`src/rtl/genlock_pkg.sv`:
```
// genlock_pkg: shared state encoding and default limits for the
// frame-lock supervisor.
package genlock_pkg;

  typedef enum logic [2:0] {
    ST_IDLE,
    ST_SEARCH,
    ST_ALIGN,
    ST_LOCKED,
    ST_HOLD
  } state_t;

  localparam int unsigned DEF_FRAME_LEN_MIN = 780000;
  localparam int unsigned DEF_FRAME_LEN_MAX = 845000;
  localparam int unsigned DEF_LOCK_COUNT    = 4;
  localparam int unsigned DEF_LOSS_COUNT    = 2;
  localparam int unsigned DEF_PHASE_TOL     = 4;
  localparam int unsigned DEF_ALIGN_FRAMES  = 3;
  localparam int unsigned DEF_CNT_W         = 20;

endpackage

```
`src/rtl/genlock_ctrl_period_meter.sv`:
```
// period_meter: RX frame-sync edge detect, period measurement and
// good/bad/miss classification as one-cycle strobes.
module period_meter #(
  parameter int unsigned FRAME_LEN_MIN = 780000,
  parameter int unsigned FRAME_LEN_MAX = 845000,
  parameter int unsigned CNT_W         = 20
) (
  input  logic             i_clk,
  input  logic             i_rst,
  input  logic             i_clear,
  input  logic             i_rx_sync,
  output logic             o_edge,
  output logic             o_good,
  output logic             o_bad,
  output logic             o_miss,
  output logic [CNT_W-1:0] o_period
);

  localparam logic [CNT_W-1:0] LP_MIN = CNT_W'(FRAME_LEN_MIN);
  localparam logic [CNT_W-1:0] LP_MAX = CNT_W'(FRAME_LEN_MAX);

  logic             r_rx_prev;
  logic             r_stale;
  logic [CNT_W-1:0] r_elapsed;
  logic [CNT_W-1:0] r_period;
  logic             w_edge;
  logic             w_limit;
  logic             w_measure;
  logic             w_inrange;
  logic [CNT_W-1:0] w_len;

  // w_len is the number of cycles since the last edge, this cycle included
  assign w_edge    = i_rx_sync & ~r_rx_prev;
  assign w_len     = r_elapsed + 1'b1;
  assign w_limit   = (r_elapsed == LP_MAX);
  assign w_inrange = (w_len >= LP_MIN) && (w_len <= LP_MAX);
  assign w_measure = w_edge & ~r_stale & ~i_clear;

  assign o_edge   = w_edge & ~i_clear;
  assign o_good   = w_measure & w_inrange;
  assign o_bad    = w_measure & ~w_inrange;
  assign o_miss   = ~i_clear & ~w_edge & w_limit;
  assign o_period = r_period;

  // Elapsed counter, stale flag and last-period register
  always_ff @(posedge i_clk) begin
    if (i_rst) begin
      r_rx_prev <= 1'b0;
      r_stale   <= 1'b1;
      r_elapsed <= '0;
      r_period  <= '0;
    end else begin
      r_rx_prev <= i_rx_sync;
      if (i_clear) begin
        r_stale   <= 1'b1;
        r_elapsed <= '0;
        r_period  <= '0;
      end else if (w_edge) begin
        r_stale   <= 1'b0;
        r_elapsed <= '0;
        if (!r_stale) r_period <= w_len;
      end else if (w_limit) begin
        r_stale   <= 1'b1;
        r_elapsed <= '0;
      end else begin
        r_elapsed <= w_len;
      end
    end
  end

endmodule

```
`src/rtl/genlock_ctrl.sv`:
```
// genlock_ctrl: frame-lock supervisor gating TX realignment to RX sync.
// Optional GENLOCK_TESTPAT_EN drives DEBUG_MODE while no valid input.
module genlock_ctrl
  import genlock_pkg::*;
#(
  parameter int unsigned FRAME_LEN_MIN = DEF_FRAME_LEN_MIN,
  parameter int unsigned FRAME_LEN_MAX = DEF_FRAME_LEN_MAX,
  parameter int unsigned LOCK_COUNT    = DEF_LOCK_COUNT,
  parameter int unsigned LOSS_COUNT    = DEF_LOSS_COUNT,
  parameter int unsigned PHASE_TOL     = DEF_PHASE_TOL,
  parameter int unsigned ALIGN_FRAMES  = DEF_ALIGN_FRAMES,
  parameter int unsigned CNT_W         = DEF_CNT_W
) (
  input  logic             i_clk,
  input  logic             i_rst,
  input  logic             i_enable,
  input  logic             i_rx_sync,
  input  logic             i_tx_frame_start,
  output logic             o_vga_sync_en,
  output logic             o_debug_mode,
  output logic             o_locked,
  output logic             o_sync_bad,
  output logic [CNT_W-1:0] o_period
);

  localparam int GW = $clog2(LOCK_COUNT + 1);
  localparam int MW = $clog2(LOSS_COUNT + 1);
  localparam int AW = $clog2(ALIGN_FRAMES + 1);
  localparam int WW = (PHASE_TOL > 0) ? $clog2(PHASE_TOL + 1) : 1;

  localparam logic [GW-1:0] LP_LOCK    = GW'(LOCK_COUNT);
  localparam logic [GW-1:0] LP_LOCK_M1 = GW'(LOCK_COUNT - 1);
  localparam logic [MW-1:0] LP_LOSS    = MW'(LOSS_COUNT);
  localparam logic [MW-1:0] LP_LOSS_M1 = MW'(LOSS_COUNT - 1);
  localparam logic [MW-1:0] LP_ONE     = MW'(1);
  localparam logic [AW-1:0] LP_ALN     = AW'(ALIGN_FRAMES);
  localparam logic [AW-1:0] LP_ALN_M1  = AW'(ALIGN_FRAMES - 1);
  localparam logic [WW-1:0] LP_TOL     = WW'(PHASE_TOL);

  state_t          r_state;
  state_t          w_state_nxt;
  logic [GW-1:0]   r_good_cnt;
  logic [MW-1:0]   r_miss_cnt;
  logic [AW-1:0]   r_align_cnt;
  logic [WW-1:0]   r_win;
  logic            w_clear;
  logic            w_edge;
  logic            w_good;
  logic            w_bad;
  logic            w_miss;
  logic            w_fail;
  logic            w_in_win;
  logic            w_vse;
  logic            w_lck;
  logic            w_sbad;
  logic            w_dbg;

  assign w_clear  = i_rst | ~i_enable | (r_state == ST_IDLE);
  assign w_fail   = w_bad | w_miss;
  assign w_in_win = w_edge | (r_win != '0);

  period_meter #(
    .FRAME_LEN_MIN (FRAME_LEN_MIN),
    .FRAME_LEN_MAX (FRAME_LEN_MAX),
    .CNT_W         (CNT_W)
  ) u_meter (
    .i_clk     (i_clk),
    .i_rst     (i_rst),
    .i_clear   (w_clear),
    .i_rx_sync (i_rx_sync),
    .o_edge    (w_edge),
    .o_good    (w_good),
    .o_bad     (w_bad),
    .o_miss    (w_miss),
    .o_period  (o_period)
  );

  // State register
  always_ff @(posedge i_clk) begin
    if (i_rst) r_state <= ST_IDLE;
    else       r_state <= w_state_nxt;
  end

  // Next-state logic and Moore output decode
  always_comb begin
    w_state_nxt = r_state;
    w_vse       = 1'b0;
    w_lck       = 1'b0;
    w_sbad      = 1'b0;
    w_dbg       = 1'b0;
    unique case (r_state)
      ST_IDLE: begin
        w_state_nxt = ST_SEARCH;
      end
      ST_SEARCH: begin
        if (w_good && (r_good_cnt >= LP_LOCK_M1))
          w_state_nxt = ST_ALIGN;
      end
      ST_ALIGN: begin
        if (w_fail)
          w_state_nxt = ST_SEARCH;
        else if (i_tx_frame_start && w_in_win)
          w_state_nxt = ST_LOCKED;
        else if (w_edge && (r_align_cnt >= LP_ALN_M1))
          w_state_nxt = ST_SEARCH;
      end
      ST_LOCKED: begin
        if (w_fail) w_state_nxt = ST_HOLD;
      end
      ST_HOLD: begin
        if (w_good)
          w_state_nxt = ST_LOCKED;
        else if (w_fail && (r_miss_cnt >= LP_LOSS_M1))
          w_state_nxt = ST_SEARCH;
      end
      default: w_state_nxt = ST_IDLE;
    endcase
    if (!i_enable) w_state_nxt = ST_IDLE;

    w_vse  = (r_state == ST_ALIGN) | (r_state == ST_LOCKED);
    w_lck  = (r_state == ST_LOCKED);
    w_sbad = (r_state == ST_SEARCH) | (r_state == ST_ALIGN) |
             (r_state == ST_HOLD);
`ifdef GENLOCK_TESTPAT_EN
    w_dbg  = (r_state == ST_IDLE) | (r_state == ST_SEARCH);
`else
    w_dbg  = 1'b0;
`endif
  end

  assign o_vga_sync_en = w_vse;
  assign o_locked      = w_lck;
  assign o_sync_bad    = w_sbad;
  assign o_debug_mode  = w_dbg;

  // Good-period, align-frame, miss counters and ALIGN phase window
  always_ff @(posedge i_clk) begin
    if (i_rst) begin
      r_good_cnt  <= '0;
      r_align_cnt <= '0;
      r_miss_cnt  <= '0;
      r_win       <= '0;
    end else begin
      if ((r_state != ST_SEARCH) || w_fail)
        r_good_cnt <= '0;
      else if (w_good && (r_good_cnt < LP_LOCK))
        r_good_cnt <= r_good_cnt + 1'b1;

      if (r_state != ST_ALIGN)
        r_align_cnt <= '0;
      else if (w_edge && (r_align_cnt < LP_ALN))
        r_align_cnt <= r_align_cnt + 1'b1;

      if (r_state != ST_ALIGN)
        r_win <= '0;
      else if (w_edge)
        r_win <= LP_TOL;
      else if (r_win != '0)
        r_win <= r_win - 1'b1;

      if (r_state == ST_LOCKED)
        r_miss_cnt <= w_fail ? LP_ONE : '0;
      else if (r_state == ST_HOLD) begin
        if (w_good)
          r_miss_cnt <= '0;
        else if (w_fail && (r_miss_cnt < LP_LOSS))
          r_miss_cnt <= r_miss_cnt + 1'b1;
      end else
        r_miss_cnt <= '0;
    end
  end

endmodule

```
`config.mk`:
```
export PLATFORM = sky130hd
export DESIGN_NAME = genlock_ctrl
export DESIGN_NICKNAME = d
export VERILOG_FILES = /design/src/rtl/genlock_pkg.sv /design/src/rtl/genlock_ctrl_period_meter.sv /design/src/rtl/genlock_ctrl.sv
export SDC_FILE = /design/constraint.sdc
export NUM_CORES = 1
export LEC_CHECK = 0
export CAP_MARGIN = 20
export CORE_MARGIN = 1
export CORE_UTILIZATION = 45
export CTS_BUF_LIST = sky130_fd_sc_hd__clkbuf_16
export CTS_CLUSTER_DIAMETER = 80
export DETAILED_ROUTE_END_ITERATION = 8
export PLACE_DENSITY = 0.68
export REMOVE_ABC_BUFFERS = 1
export SYNTH_ARGS = -nofsm -noshare
export SYNTH_HDL_FRONTEND = slang
export SYNTH_SLANG_ARGS = --single-unit
```
`constraint.sdc`:
```
create_clock -name i_clk -period 2.5 [get_ports i_clk]
set_input_delay 0.625 -clock i_clk [delete_from_list [all_inputs] [get_ports i_clk]]
set_output_delay 0.625 -clock i_clk [all_outputs]
set_load 0.05 [all_outputs]
```
==> results of run 1 <==
==> stage by stage <==
step	utilization [%]	instance area [µm²]	power, mW	std cells	worst slack [ns]
5_1_grt	70.19	4508	1.709	543	-0.2008
4_1_cts	64.45	4139	1.657	528	-0.03268
2_1_floorplan	-	2904	0.9556	334	-0.9130
6_report	70.19	4508	1.641	543	-0.1050
3_5_place_dp	59.61	3829	0.9941	513	-0.3425
3_3_place_gp	59.61	3829	0.9935	513	-0.2281
==> Yosys cell counts (all sizes together) (2+ instances only) <==
cell    number  area share [%]
a21boi       2            0.50
nor3         6             1.4
and2         5             1.0
nor2        57             7.1
clkbuf      11             1.4
o31ai        2            0.66
nor4b        2            0.58
nand2       20             2.6
nand4       10             2.3
nand3b       2            0.50
a211o        3            0.87
xnor2       11             3.2
and4         6             2.0
a21oi       10             1.7
nand3       13             2.3
o221ai       2            0.58
buf         11             2.2
nand4b       4             1.2
a31oi        2            0.42
nor4         7             1.7
inv         16             2.0
a221oi       2            0.79
o211ai       2            0.66
a211oi      24             6.1
dfxtp       55              37
nand2b       4            0.83
mux2i        3             1.0
and3         7             1.5
a21o         4             1.0
nor2b        5             1.0
xor2        11             3.2
ha          11             4.6
o21ai        9             1.6
==> worst max-delay path, stage by stage (launching register included) <==
cell and delay [ns]:
dfxtp_4 0.37, buf_8 0.13, and4_4 0.25, and3b_1 0.20
o21ai_1 0.11, a211oi_2 0.37, o211ai_4 0.15, buf_6 0.15
a21o_1 0.21, a211o_1 0.32, a221oi_2 0.26
==> timing repair <==
item | CTS | global route
gates resized for setup | 34 | 52
buffers inserted | 7 | 15
endpoints found under the setup margin | 8 | 8
cloned | 0 | 0
pin swaps | 10 | 29
==> routing by layer <==
layer | GRT usage [%] | up-vias | part of all wire (%)
met5 | 0 | - | 0
met4 | 10.97 | 0 | 3.1
met1 | 30.61 | 1418 | 46
met2 | 36.36 | 61 | 48
met3 | 3.264 | 23 | 2.9
li1 | - | 1495 | -
==> state kept, by name, indices dropped and copies added, names as in the netlist <==
name / flops
u_meter.o_period: 20
u_meter.r_elapsed: 20
r_good_cnt: 3
r_state: 3
r_win: 3
r_align_cnt: 2
r_miss_cnt: 2
u_meter.r_rx_prev: 1
u_meter.r_stale: 1
==> path summary, 6_finish.rpt <==
kind,startpoint,to,slack (ns),cells after the start
min,u_meter.r_stale$_SDFFE_PP1P_,u_meter.r_stale$_SDFFE_PP1P_,0.50,2
max,u_meter.r_elapsed[1]$_SDFF_PP0_,r_state[1]$_SDFFE_PP0P_,-0.11,10
max reg2reg,u_meter.r_elapsed[1]$_SDFF_PP0_,r_state[1]$_SDFFE_PP0P_,-0.11,10
min reg2reg,u_meter.r_stale$_SDFFE_PP1P_,u_meter.r_stale$_SDFFE_PP1P_,0.50,2
==> power by group through the flow <==
stage	Sequential (mW)	Combinational, mW	Clock [mW]
6_report	0.875	0.102	0.664
5_1_grt	0.875	0.112	0.722
4_1_cts	0.884	0.0942	0.679
3_5_place_dp	0.903	0.0906	0
3_3_place_gp	0.904	0.0899	0
2_1_floorplan	0.906	0.0494	0
==> area by class of cell <==
type / count / share of cell area [%]
multi-input combinational: 263 / 45.05
sequential: 55 / 25.23
inverter: 16 / 1.332
tap: 77 / 2.137
clock inverter: 3 / 0.2498
clock buffer: 5 / 2.775
timing repair buffer: 124 / 23.23
==> cell families after synthesis <==
kind of cell / count (synthesis) / share of synthesized area [%]
flops: 55 / 36.54
other cells: 1 / 0.1245
simple gates: 153 / 27.20
xor+xnor: 22 / 6.395
buf+inv: 38 / 5.606
mux: 3 / 0.9967
compound gates: 73 / 18.56
fa+ha+maj: 11 / 4.568
==> metrics.md, run 1 <==
| Metric | Value |
|---|---|
| Avg Inst Size Synth | `~8.5 µm²` |
| Sequential element share of the synthesized area | `a little over a third` |
| CP Max Fanout | `6` |
| Max_slew headroom | `about three fifths` |
| Area occupied by multi-input gates | `~2000 µm²` |
| P_sw | `about 0.37 mW` |
| FMAX | `approximately 380 MHz` |
| Max cap viols | `0` |
| Overflow after GRT | `0` |
| Area Overhead vs Synth | `49.63%` |
| Die X | `around 84 µm` |
| DRC errors left | `2` |
| Most frequent cells in the layout | `90 x buf_4, 55 x nor2_1, 44 x dfxtp_1` |
| Total power per unit cell area | `about 360 nW/µm²` |
| Hold WS | `slightly below 0.5 ns` |
| WL final | `approximately 8400 µm` |
| Skew-Pair Late Insertion Delay | `around 0.29 ns` |
| HP Class | `reg2reg` |
| Final hold vios | `0` |
| Max Transition Viols Final | `0` |
| RSZ-0062 raised after global routing | `yes` |
| Antenna-violating nets left | `0` |
| Die Ht | `83.83 µm` |
| Initial Utilization | `between 40% and 50%` |
| Synth unique cells | `66` |
| Combinational share of power | `between 6 and 7%` |
| H-tree depth | `2` |
| Average vias per placed instance | `roughly 5.5` |
| First DRT Iteration DRCs | `about 170` |
| Longest Clk Path Bufs | `2` |
| Ys async rst share | `0%` |
| Syn Inst Count | `356` |
| Syn Std Cell Area | `between 3000 and 4000 µm²` |
| VDD IR max | `between 300 and 400 µV` |
| Commonest non-fill, non-tap cell in the layout | `buf_4` |
| EDFF count, synth | `0` |
| Input/output buffers | `27` |
| Vias in the first global route | `2803` |
| Final Skew | `around 0.0059 ns` |
| Tcrit/Tclk final | `104.2%` |
| Reg area | `between 1000 and 1500 µm²` |
| Sink Count | `between 50 and 60` |
| YS warnings | `0` |
| Status | `finished with violations` |
| DR WL/cell | `roughly 15 µm` |
| Nets | `just under 500` |
| Routed via count | `approximately 3000` |
| Die Footprint | `7027 µm²` |
| Hold Buf Count CTS | `0` |
| DPL Wire Length | `5576 µm` |
| Routability cong. | `approximately 0.9` |
| Worst-path clk slew | `about 0.070 ns` |
| Flops & latches, synth | `55` |
| Fin worst setup slack | `-0.1050 ns` |
| Drt pass-1 iters | `6` |
| Fraction of layout cells with a size suffix above 1 | `between 30% and 40%` |
| FP Rows | `29` |
| Ports | `29` |
| Pleak | `around 1.7 nW` |
| Clock share of power | `40.5%` |
| Largest net degree at the start of global routing | `40` |
| Final setup viols | `7` |
| Switching fraction of total power | `22.35%` |
| Share of total power in sequential cells | `a little over half` |
| Crit Path Category | `reg2reg` |
| CTS buffer count | `5` |
| Failing checks | `design-rule violations, negative setup slack` |
| Arrival time of the worst setup path | `2.81 ns` |
| Internal Power | `around 1.3 mW` |
| Synth Flop Type | `dfxtp_1` |
| Setup TNS | `-0.3079 ns` |
| Root Driver | `clkbuf_16` |
| Crit. End Element | `register` |
| CP Launch Type | `register` |
| Period minus WS final | `between 2 and 3 ns` |
| First-pass GRT wire length | `roughly 13000 µm` |
| Transition time of the tightest slew-check pin | `between 0.6 and 0.7 ns` |
| Antenna violations before repair | `0` |
| Ant. Diodes | `0` |
| Core area | `around 6400 µm²` |
| GRT Total Usage | `between 20% and 30%` |
| TritonCTS clock tree | `yes` |
| Fillcell total | `467` |
| Critical Path RT | `2.71 ns` |
Note: power is estimated with default switching activity, not from simulation.
==> run 2: changes to the inputs <==
- CAP_MARGIN: 20 -> 40
==> results of run 2 <==
Final layout, timing and power as in run 1 (identical DEF).
